`src/rtl/mantissa_multiplier_unit.sv`:
```
// Sequential unsigned mantissa multiplier. It uses radix-2 shift-add over
// WIDTH cycles and answers the FPU control block on the Multi_* four-phase
// valid/ack handshake.
//
// Handshake: the caller raises Multi_valid with the operands held stable and
// keeps it high until Multi_ack=1. Ack, product and exception code then stay
// constant until the first edge that samples Multi_valid=0. That edge clears
// them and returns the unit to IDLE. Dropping Multi_valid before ack aborts
// the operation without an ack. A new request must therefore see Multi_valid
// low for at least one edge.
module mantissa_multiplier_unit #(
  parameter int WIDTH         = 24,
  parameter int ZERO_SHORTCUT = 1
) (
  input  logic                 CLK,
  input  logic                 RST,
  input  logic [WIDTH-1:0]     Multi_datain1,
  input  logic [WIDTH-1:0]     Multi_datain2,
  input  logic                 Multi_valid,
  output logic [2*WIDTH-1:0]   Multi_dataout,
  output logic [2:0]           Multi_Exc,
  output logic                 Multi_ack,
  output logic                 Busy,
  output logic [1:0]           dbg_state_o
);

  localparam int CW = (WIDTH > 1) ? $clog2(WIDTH) : 1;

  typedef enum logic [1:0] {
    S_IDLE = 2'd0,
    S_CALC = 2'd1,
    S_DONE = 2'd2
  } state_t;

  state_t               state_q;
  logic [WIDTH-1:0]     mcand_q;    // latched multiplicand
  logic [WIDTH-1:0]     mplier_q;   // multiplier; low product bits shift in from the top
  logic [WIDTH:0]       acc_q;      // upper accumulator half, one extra bit for the carry
  logic [CW-1:0]        cnt_q;
  logic [2*WIDTH-1:0]   dataout_q;
  logic [2:0]           exc_q;
  logic                 ack_q;
  logic                 busy_q;
  logic [WIDTH:0]       sum_d;

  // Partial sum for this iteration. acc_q never exceeds WIDTH bits after a shift, so this cannot overflow.
  always_comb begin
    sum_d = acc_q;
    if (mplier_q[0]) sum_d = acc_q + {1'b0, mcand_q};
  end

  // Control FSM plus shift-add datapath. All outputs are registered here.
  always_ff @(posedge CLK) begin
    if (RST) begin
      state_q   <= S_IDLE;
      mcand_q   <= '0;
      mplier_q  <= '0;
      acc_q     <= '0;
      cnt_q     <= '0;
      dataout_q <= '0;
      exc_q     <= 3'b000;
      ack_q     <= 1'b0;
      busy_q    <= 1'b0;
    end else begin
      case (state_q)
        S_IDLE: begin
          if (Multi_valid) begin
            mcand_q  <= Multi_datain1;
            mplier_q <= Multi_datain2;
            acc_q    <= '0;
            cnt_q    <= '0;
            if ((ZERO_SHORTCUT != 0) && ((Multi_datain1 == '0) || (Multi_datain2 == '0))) begin
              state_q   <= S_DONE;
              dataout_q <= '0;
              exc_q     <= 3'b110;
              ack_q     <= 1'b1;
            end else begin
              state_q <= S_CALC;
              busy_q  <= 1'b1;
            end
          end
        end
        S_CALC: begin
          if (!Multi_valid) begin
            // Caller withdrew the request: abandon silently. Outputs are still zero.
            state_q <= S_IDLE;
            busy_q  <= 1'b0;
          end else begin
            acc_q    <= {1'b0, sum_d[WIDTH:1]};
            mplier_q <= {sum_d[0], mplier_q[WIDTH-1:1]};
            cnt_q    <= cnt_q + 1'b1;
            if (cnt_q == CW'(WIDTH - 1)) begin
              // Final shifted {sum, multiplier} is the complete product.
              dataout_q <= {sum_d, mplier_q[WIDTH-1:1]};
              exc_q     <= 3'b000;
              ack_q     <= 1'b1;
              busy_q    <= 1'b0;
              state_q   <= S_DONE;
            end
          end
        end
        S_DONE: begin
          if (!Multi_valid) begin
            dataout_q <= '0;
            exc_q     <= 3'b000;
            ack_q     <= 1'b0;
            state_q   <= S_IDLE;
          end
        end
        default: begin
          state_q <= S_IDLE;
          busy_q  <= 1'b0;
          ack_q   <= 1'b0;
        end
      endcase
    end
  end

  assign Multi_dataout = dataout_q;
  assign Multi_Exc     = exc_q;
  assign Multi_ack     = ack_q;
  assign Busy          = busy_q;
  assign dbg_state_o   = state_q;

endmodule

```
`config.mk`:
```
export PLATFORM = sky130hd
export DESIGN_NAME = mantissa_multiplier_unit
export DESIGN_NICKNAME = d
export VERILOG_FILES = /design/src/rtl/mantissa_multiplier_unit.sv
export SDC_FILE = /design/constraint.sdc
export NUM_CORES = 1
export LEC_CHECK = 0
export CAP_MARGIN = 10
export CORE_UTILIZATION = 45
export DETAILED_ROUTE_END_ITERATION = 16
export PLACE_DENSITY = 0.72
export SLEW_MARGIN = 15
export SYNTH_ARGS = -nofsm -noshare
export SYNTH_HDL_FRONTEND = slang
export SYNTH_SLANG_ARGS = --single-unit
export TNS_END_PERCENT = 1
```
`constraint.sdc`:
```
create_clock -name CLK -period 4.77 [get_ports CLK]
set_input_delay 1.1925 -clock CLK [delete_from_list [all_inputs] [get_ports CLK]]
set_output_delay 1.1925 -clock CLK [all_outputs]
set_load 0.02 [all_outputs]
```
==> results of run 1 <==
==> final cells by class <==
type                            instances  share of cell area, %
Clock buffer                           19                  5.351
Clock inverter                         13                  2.454
Inverter                                9                 0.3991
Multi-Input combinational cell        639                  44.94
Sequential cell                       130                  30.75
Tap cell                              184                  2.720
Timing Repair Buffer                  115                  13.39
==> synth_stat cells (all sizes together) (2+ instances only) <==
cell type,instances,area share (%)
xnor2,7,0.92
clkbuf,43,2.4
o31ai,7,0.79
and3,4,0.38
and2,2,0.19
a21o,8,0.90
o2bb2ai,10,1.3
nor3,7,0.53
mux2i,30,4.5
ha,29,5.4
nor4,12,1.1
nand4b,4,0.53
inv,7,0.39
nor2,69,3.9
a32oi,2,0.26
buf,14,1.1
or3,6,0.58
a311oi,3,0.39
or2,3,0.28
o21bai,3,0.34
nand3,41,3.1
mux2,5,0.84
a211oi,41,4.9
xor2,3,0.39
o21a,5,0.56
a31oi,5,0.47
o221ai,2,0.26
dfxtp,130,39
a211o,3,0.39
nand2b,5,0.47
o211ai,8,0.90
nor2b,2,0.19
o21ai,32,2.4
nand2,142,8.0
clkinv,2,0.11
a21oi,108,8.1
nand4,10,0.94
o22ai,2,0.19
nand3b,6,0.68
==> cells in the final DEF, fill, tap and decap left out, types with 6 or more instances in the layout <==
master,n
a21o_1,8
a211oi_1,39
dfxtp_1,130
o2bb2ai_1,10
nand3_1,41
nor2_1,69
clkbuf_16,17
nand3b_1,6
nor3_1,7
clkdlybuf4s50_1,103
a21oi_1,108
ha_1,28
o21ai_0,22
nand4_1,10
o21ai_1,10
xnor2_1,7
buf_4,11
nand2_1,140
mux2i_1,30
o31ai_1,7
o211ai_1,8
inv_1,7
nor4_1,12
==> sequential cells by signal (all words and copies together) (netlist names) <==
register,flops
dbg_state_o,2
mplier_q,24
Multi_ack,1
cnt_q,5
mcand_q,24
Busy,1
acc_q,24
Multi_Exc,1
Multi_dataout,48
==> metrics by stage <==
step | area (um^2) | total power [mW] | setup slack [ns] | utilization, %
2_1_floorplan | 6666 | 2.583 | 1.953 | -
3_3_place_gp | 7804 | 3.073 | 0.6354 | 53.90
3_5_place_dp | 7804 | 3.093 | 0.5117 | 53.90
4_1_cts | 8464 | 4.550 | 0.9489 | 58.46
5_1_grt | 8464 | 4.771 | 0.7722 | 58.46
6_report | 8464 | 4.546 | 0.9715 | 58.46
==> kinds of logic after synthesis <==
logic type      share of synthesized area (%)
other cells                           0.05625
simple gates                            21.27
compound gates                          23.26
buf+inv                                 3.979
fa+ha+maj                               5.743
flops                                   39.04
mux                                     5.349
xor+xnor                                1.314
==> power groups by stage <==
stage / registers, mW / logic (mW) / clock network, mW
4_1_cts: 1.41 / 1.67 / 1.47
6_report: 1.41 / 1.68 / 1.45
3_5_place_dp: 1.43 / 1.66 / 0
5_1_grt: 1.43 / 1.82 / 1.51
2_1_floorplan: 1.44 / 1.14 / 0
3_3_place_gp: 1.43 / 1.65 / 0
==> worst min-delay path by stage <==
| stage | start | endpoint | slack (ns) |
|---|---|---|---|
| 6_report | Multi_dataout[10] | Multi_dataout[10] | 0.45 |
| 5_1_grt | Multi_dataout[10] | Multi_dataout[10] | 0.47 |
| 4_1_cts | Multi_dataout[6] | Multi_dataout[6] | 0.45 |
| 3_5_place_dp | Multi_dataout[6] | Multi_dataout[6] | 0.45 |
| 3_3_place_gp | Multi_dataout[3] | Multi_dataout[3] | 0.44 |
| 2_1_floorplan | mcand_q[0] | mcand_q[0] | 0.44 |
==> worst max-delay path: stages <==
cell and delay, ns:
clkdlybuf4s50_1 0.43, nor4_1 0.68, nand4_1 0.21, nor2_1 0.24, o21ai_1 0.18, a211oi_4 0.46, buf_4 0.42, nand3_1 0.12
a21oi_1 0.17
==> layer usage <==
metal  GRT usage [%]  share of wire (%)  routed length (um)  up-vias
li1                -                  -                   -     3170
met1           33.88                 47                8612     2959
met2           39.10                 45                8183      220
met3           4.716                6.3                1143       35
met4           8.283                1.9                 347        0
met5               0                  0                   0        -
==> results.md, run 1 <==
* Startpoint types: input pin
* Critical path peak fanout at 32
* Clk pwr share at 32.0%
* Slew Viols, Final at 0
* Hold Vio Cnt, Final at 0
* Share of layout cells above drive strength 1 at 6.162%
* Routed len/inst at 16.49 um
* Status: completed
* R2R Path End: acc_q[20]
* Hold_ws at 0.4518 ns
* Max H-tree Level at 4
* Area delta synth->final at 26.97%
* Worst EP arrival at 4.14 ns
* Die Height at 123.7 um
* Clk slew on worst S/H paths at 0.06 ns
* Power Density at 537.1 nW/um^2
* Cts bufs inserted at 17
* MaxCap Viol Count at 0
* Switching share of total power at 38.23%
* Asr flop ratio synth at 0%
* ANT nets after route at 0
* Slew Limit Headroom at 35.46%
* Hold Crit Depth at 2
* Die area at 15310 um^2
* Die X-Extent at 123.7 um
* Logic pwr share at 37.0%
* Post-cts resize count at 0
* Yosys reg bits at 130
* Syn Nets at 916
* Number of flops mapped to enable cells by yosys at 0
* Register area at 2603 um^2
* Antenna diode count at 0
* Most used DFF post-synth: dfxtp_1
* R2R Setup Slk at 1.86 ns
* Setup_tns at 0 ns
* # nets final at 993
* Synth warnings at 0
* Worst Skew at 0.007300 ns
* CTS Sinks at 130
* Cells after DPL at 1077
* RSZ-0062 raised after global routing: no
* HPWL after DPL at 12530 um
* Cell internal pwr at 2.808 mW
* Clk buf depth at 2
* Final period util at 79.63%
* Worst Setup SP: Multi_datain1[23]
* Vias at 6384
* CTS tree: yes
* Post-synthesis sequential area ratio at 39.04%
* Vias per inst at 5.757
* Starting DRC count in detailed routing at 535
* Layout fillers at 1318
* Yosys cell types at 60
* Worst slew pin tran at 0.9437 ns
* Multi-input gate area at 3804 um^2
* Shortest period the worst path allows at 3.799 ns
* Drt pass-1 iters at 5
* Leak at 3.050 nW
* R2r startpoint: acc_q[2]
* DRC Markers at 0
* Fmax at 263.3 MHz
* Initial antenna violation count at 0
* CTS Hold Bufs at 0
* Initial Utilization at 46.04%
* GPL Wtd Cong at 0.9230
* Net load switching power at 1.738 mW
* Synth Instances at 835
* Final setup vio count at 0
* Site Rows at 44
* Peak supply drop at 0.0004256 V
* Setup repair bufs after CTS at 0
* Crit path kind: input pin to flip-flop
* Finished Layout Cells at 1109
* Global-route wire length before repair at 29560 um
* Clock Latency Late Sink at 0.42 ns
* CTS Root Cell: clkbuf_16
* Hold Path Class: flip-flop to flip-flop
* Drt total wl at 18290 um
* CP Data Required Time at 5.11 ns
* R2R depth at 8
* Overall Global Routing Usage at 24.80%
* Mapped Area at 6666 um^2
* Avg Inst Size Synth at 7.984 um^2
* Vias in the first global route at 6034
* Pin count of the biggest net entering global routing at 65
* Grt total ovfl at 0
* CP endpoint kind: flip-flop
* Port bufs at 104
* Io pins at 106
* Core area at 14480 um^2
* Worst setup endpoint: Multi_dataout[23]
* Power share of the sequential group at 31.0%
Note: power is estimated with default switching activity, not from simulation.
==> run 2: changes to the inputs <==
--- a/config.mk
+++ b/config.mk
@@ -8,7 +8,7 @@
 export CAP_MARGIN = 10
 export CORE_UTILIZATION = 45
 export DETAILED_ROUTE_END_ITERATION = 16
-export PLACE_DENSITY = 0.72
+export PLACE_DENSITY = 0.75
 export SLEW_MARGIN = 15
 export SYNTH_ARGS = -nofsm -noshare
 export SYNTH_HDL_FRONTEND = slang
==> constraint.sdc (replaced) <==
create_clock -name CLK -period 3.37 [get_ports CLK]
set_input_delay 0.8425 -clock CLK [delete_from_list [all_inputs] [get_ports CLK]]
set_output_delay 0.8425 -clock CLK [all_outputs]
set_load 0.02 [all_outputs]
==> run 2 against run 1 <==
  * Register-to-register slack lost 1.2 ns
  * Final cell count grew 1.3%
  * Cell area grew 0.27%
  * Critical path type unchanged
==> results.md, run 2 (same netlist as run 1, synthesis figures left out) <==
* Status: completed
* Hold Path Class: flip-flop to flip-flop
* Finished Layout Cells at 1123
* Most frequent cells in the layout: 140 x nand2_1, 130 x dfxtp_1, 108 x a21oi_1, 103 x clkdlybuf4s50_1, 69 x nor2_1
* Setup_tns at 0 ns
* Clock Latency Late Sink at 0.43 ns
* Die X-Extent at 123.7 um
* Leak at 3.068 nW
* Most common cell after layout, fill and taps aside: nand2_1
* Pin count of the biggest net entering global routing at 53
* Initial Utilization at 46.04%
* R2r startpoint: mcand_q[0]
* Fmax at 330.6 MHz
* Initial antenna violation count at 0
* Die Height at 123.7 um
* Final setup vio count at 0
* GPL Wtd Cong at 0.9095
* Hold Vio Cnt, Final at 0
* Vias in the first global route at 5836
* Routed len/inst at 16.11 um
* Critical path cell sequence: clkdlybuf4s50_1 -> nor4_1 -> buf_4 -> nand4_1 -> nor2_1 -> o21ai_1 -> a211oi_4 -> buf_4 -> mux2i_1 -> o22ai_1
* CTS tree: yes
* Max H-tree Level at 4
* Worst EP arrival at 3.33 ns
* Power Density at 730.1 nW/um^2
* CTS Hold Bufs at 0
* Critical path peak fanout at 6
* DRC Markers at 0
* Peak supply drop at 0.0004264 V
* CTS Sinks at 130
* Area delta synth->final at 27.31%
* Cell internal pwr at 3.737 mW
* Die area at 15310 um^2
* Starting DRC count in detailed routing at 594
* Vias at 6463
* Net load switching power at 2.459 mW
* Crit path kind: input pin to flip-flop
* Drt total wl at 18090 um
* CP Data Required Time at 3.67 ns
* Clk slew on worst S/H paths at 0.06 ns
* Clk pwr share at 28.3%
* Power share of the sequential group at 32.3%
* ANT nets after route at 0
* Overall Global Routing Usage at 24.60%
* Total power at 6.196 mW
* Global-route wire length before repair at 28820 um
* CP top delay family: buffers and inverters
* Worst Path Buf+Inv at 3
* Logic pwr share at 39.5%
* CP endpoint kind: flip-flop
* Drt pass-1 iters at 5
* Startpoint types: input pin
* Cells after DPL at 1091
* Switching share of total power at 39.69%
* CTS Root Cell: clkbuf_16
* Slew Limit Headroom at 55.72%
* Hold path startpoint: Multi_dataout[3]
* Port bufs at 104
* Grt total ovfl at 0
* Clk buf depth at 2
* Max incr delay on CP at 0.47 ns
* Crit-path most repeated cell: buf_4
* HPWL after DPL at 12820 um
* Post-cts resize count at 0
* Antenna diode count at 0
* Worst Skew at 0.01122 ns
* Slowest cell on crit path: a211oi_4
* Shortest period the worst path allows at 3.025 ns
* Max FFs per register at 48
* # nets final at 1007
* RSZ-0062 raised after global routing: no
* Setup repair bufs after CTS at 0
* Worst Setup SP: Multi_datain2[1]
* Vias per inst at 5.755
* Worst slew pin tran at 0.6602 ns
* Slew Viols, Final at 0
* Share of layout cells above drive strength 1 at 7.348%
* MaxCap Viol Count at 0
* Hold_ws at 0.4535 ns
* Final period util at 89.76%
* Site Rows at 44
* Io pins at 106
* Core area at 14480 um^2
* Cts bufs inserted at 17
-- run 2: cell types whose count changed in the layout (fill, tap and decap cells not counted), sizes merged --
cell | previous run | this run
buf | 12 | 26
bufinv | 5 | 1
clkbuf | 19 | 21
clkinv | 9 | 6
clkinvlp | 1 | 4
inv | 7 | 9
-- run 2: layout make-up --
cell class	instances	area, um^2
fill	1329	5992
tap	184	230.2
multi-input combinational	639	3804
timing repair buffer	129	1251
sequential	130	2603
clock inverter	11	105.1
clock buffer	21	460.4
inverter	9	33.78
-- run 2: worst min-delay path: stages, from the launching register on --
cell and delay (ns):
dfxtp_1 0.31, nand2_1 0.05, a21oi_1 0.05
-- run 2: path summary, 6_finish.rpt --
check,to,slack (ns),cells past startpoint
setup / recovery,Multi_dataout[41],0.35,10
hold / removal,Multi_dataout[3],0.45,2
setup reg to reg,acc_q[17],0.65,9
hold reg to reg,Multi_dataout[3],0.45,2
-- run 2: metal layers --
metal  up-vias  routed length, um  global-route usage (%)  part of all wire, %
li1       3207                  -                       -                    -
met3        38               1134                   4.991                  6.3
met4         0                481                   11.22                  2.7
met1      3017               8191                   32.48                   45
met2       201               8283                   38.54                   46
met5         -                  0                       0                    0
-- run 2: per-stage QoR --
stage	setup WS [ns]	utilization, %	area [um^2]
global route	0.1658	58.62	8487
finish	0.3451	58.62	8487
floorplan	0.9029	-	6666
global placement	-0.1054	54.71	7921
detailed placement	-0.07894	54.71	7921
CTS	0.3497	58.62	8487
-- run 2: power by group through the flow --
stage / Sequential (mW) / Combinational [mW] / Clock [mW]
3_5_place_dp: 2.03 / 2.42 / 0
2_1_floorplan: 2.04 / 1.62 / 0
6_report: 2.00 / 2.45 / 1.75
5_1_grt: 2.03 / 2.68 / 1.84
3_3_place_gp: 2.02 / 2.41 / 0
4_1_cts: 2.00 / 2.44 / 1.77
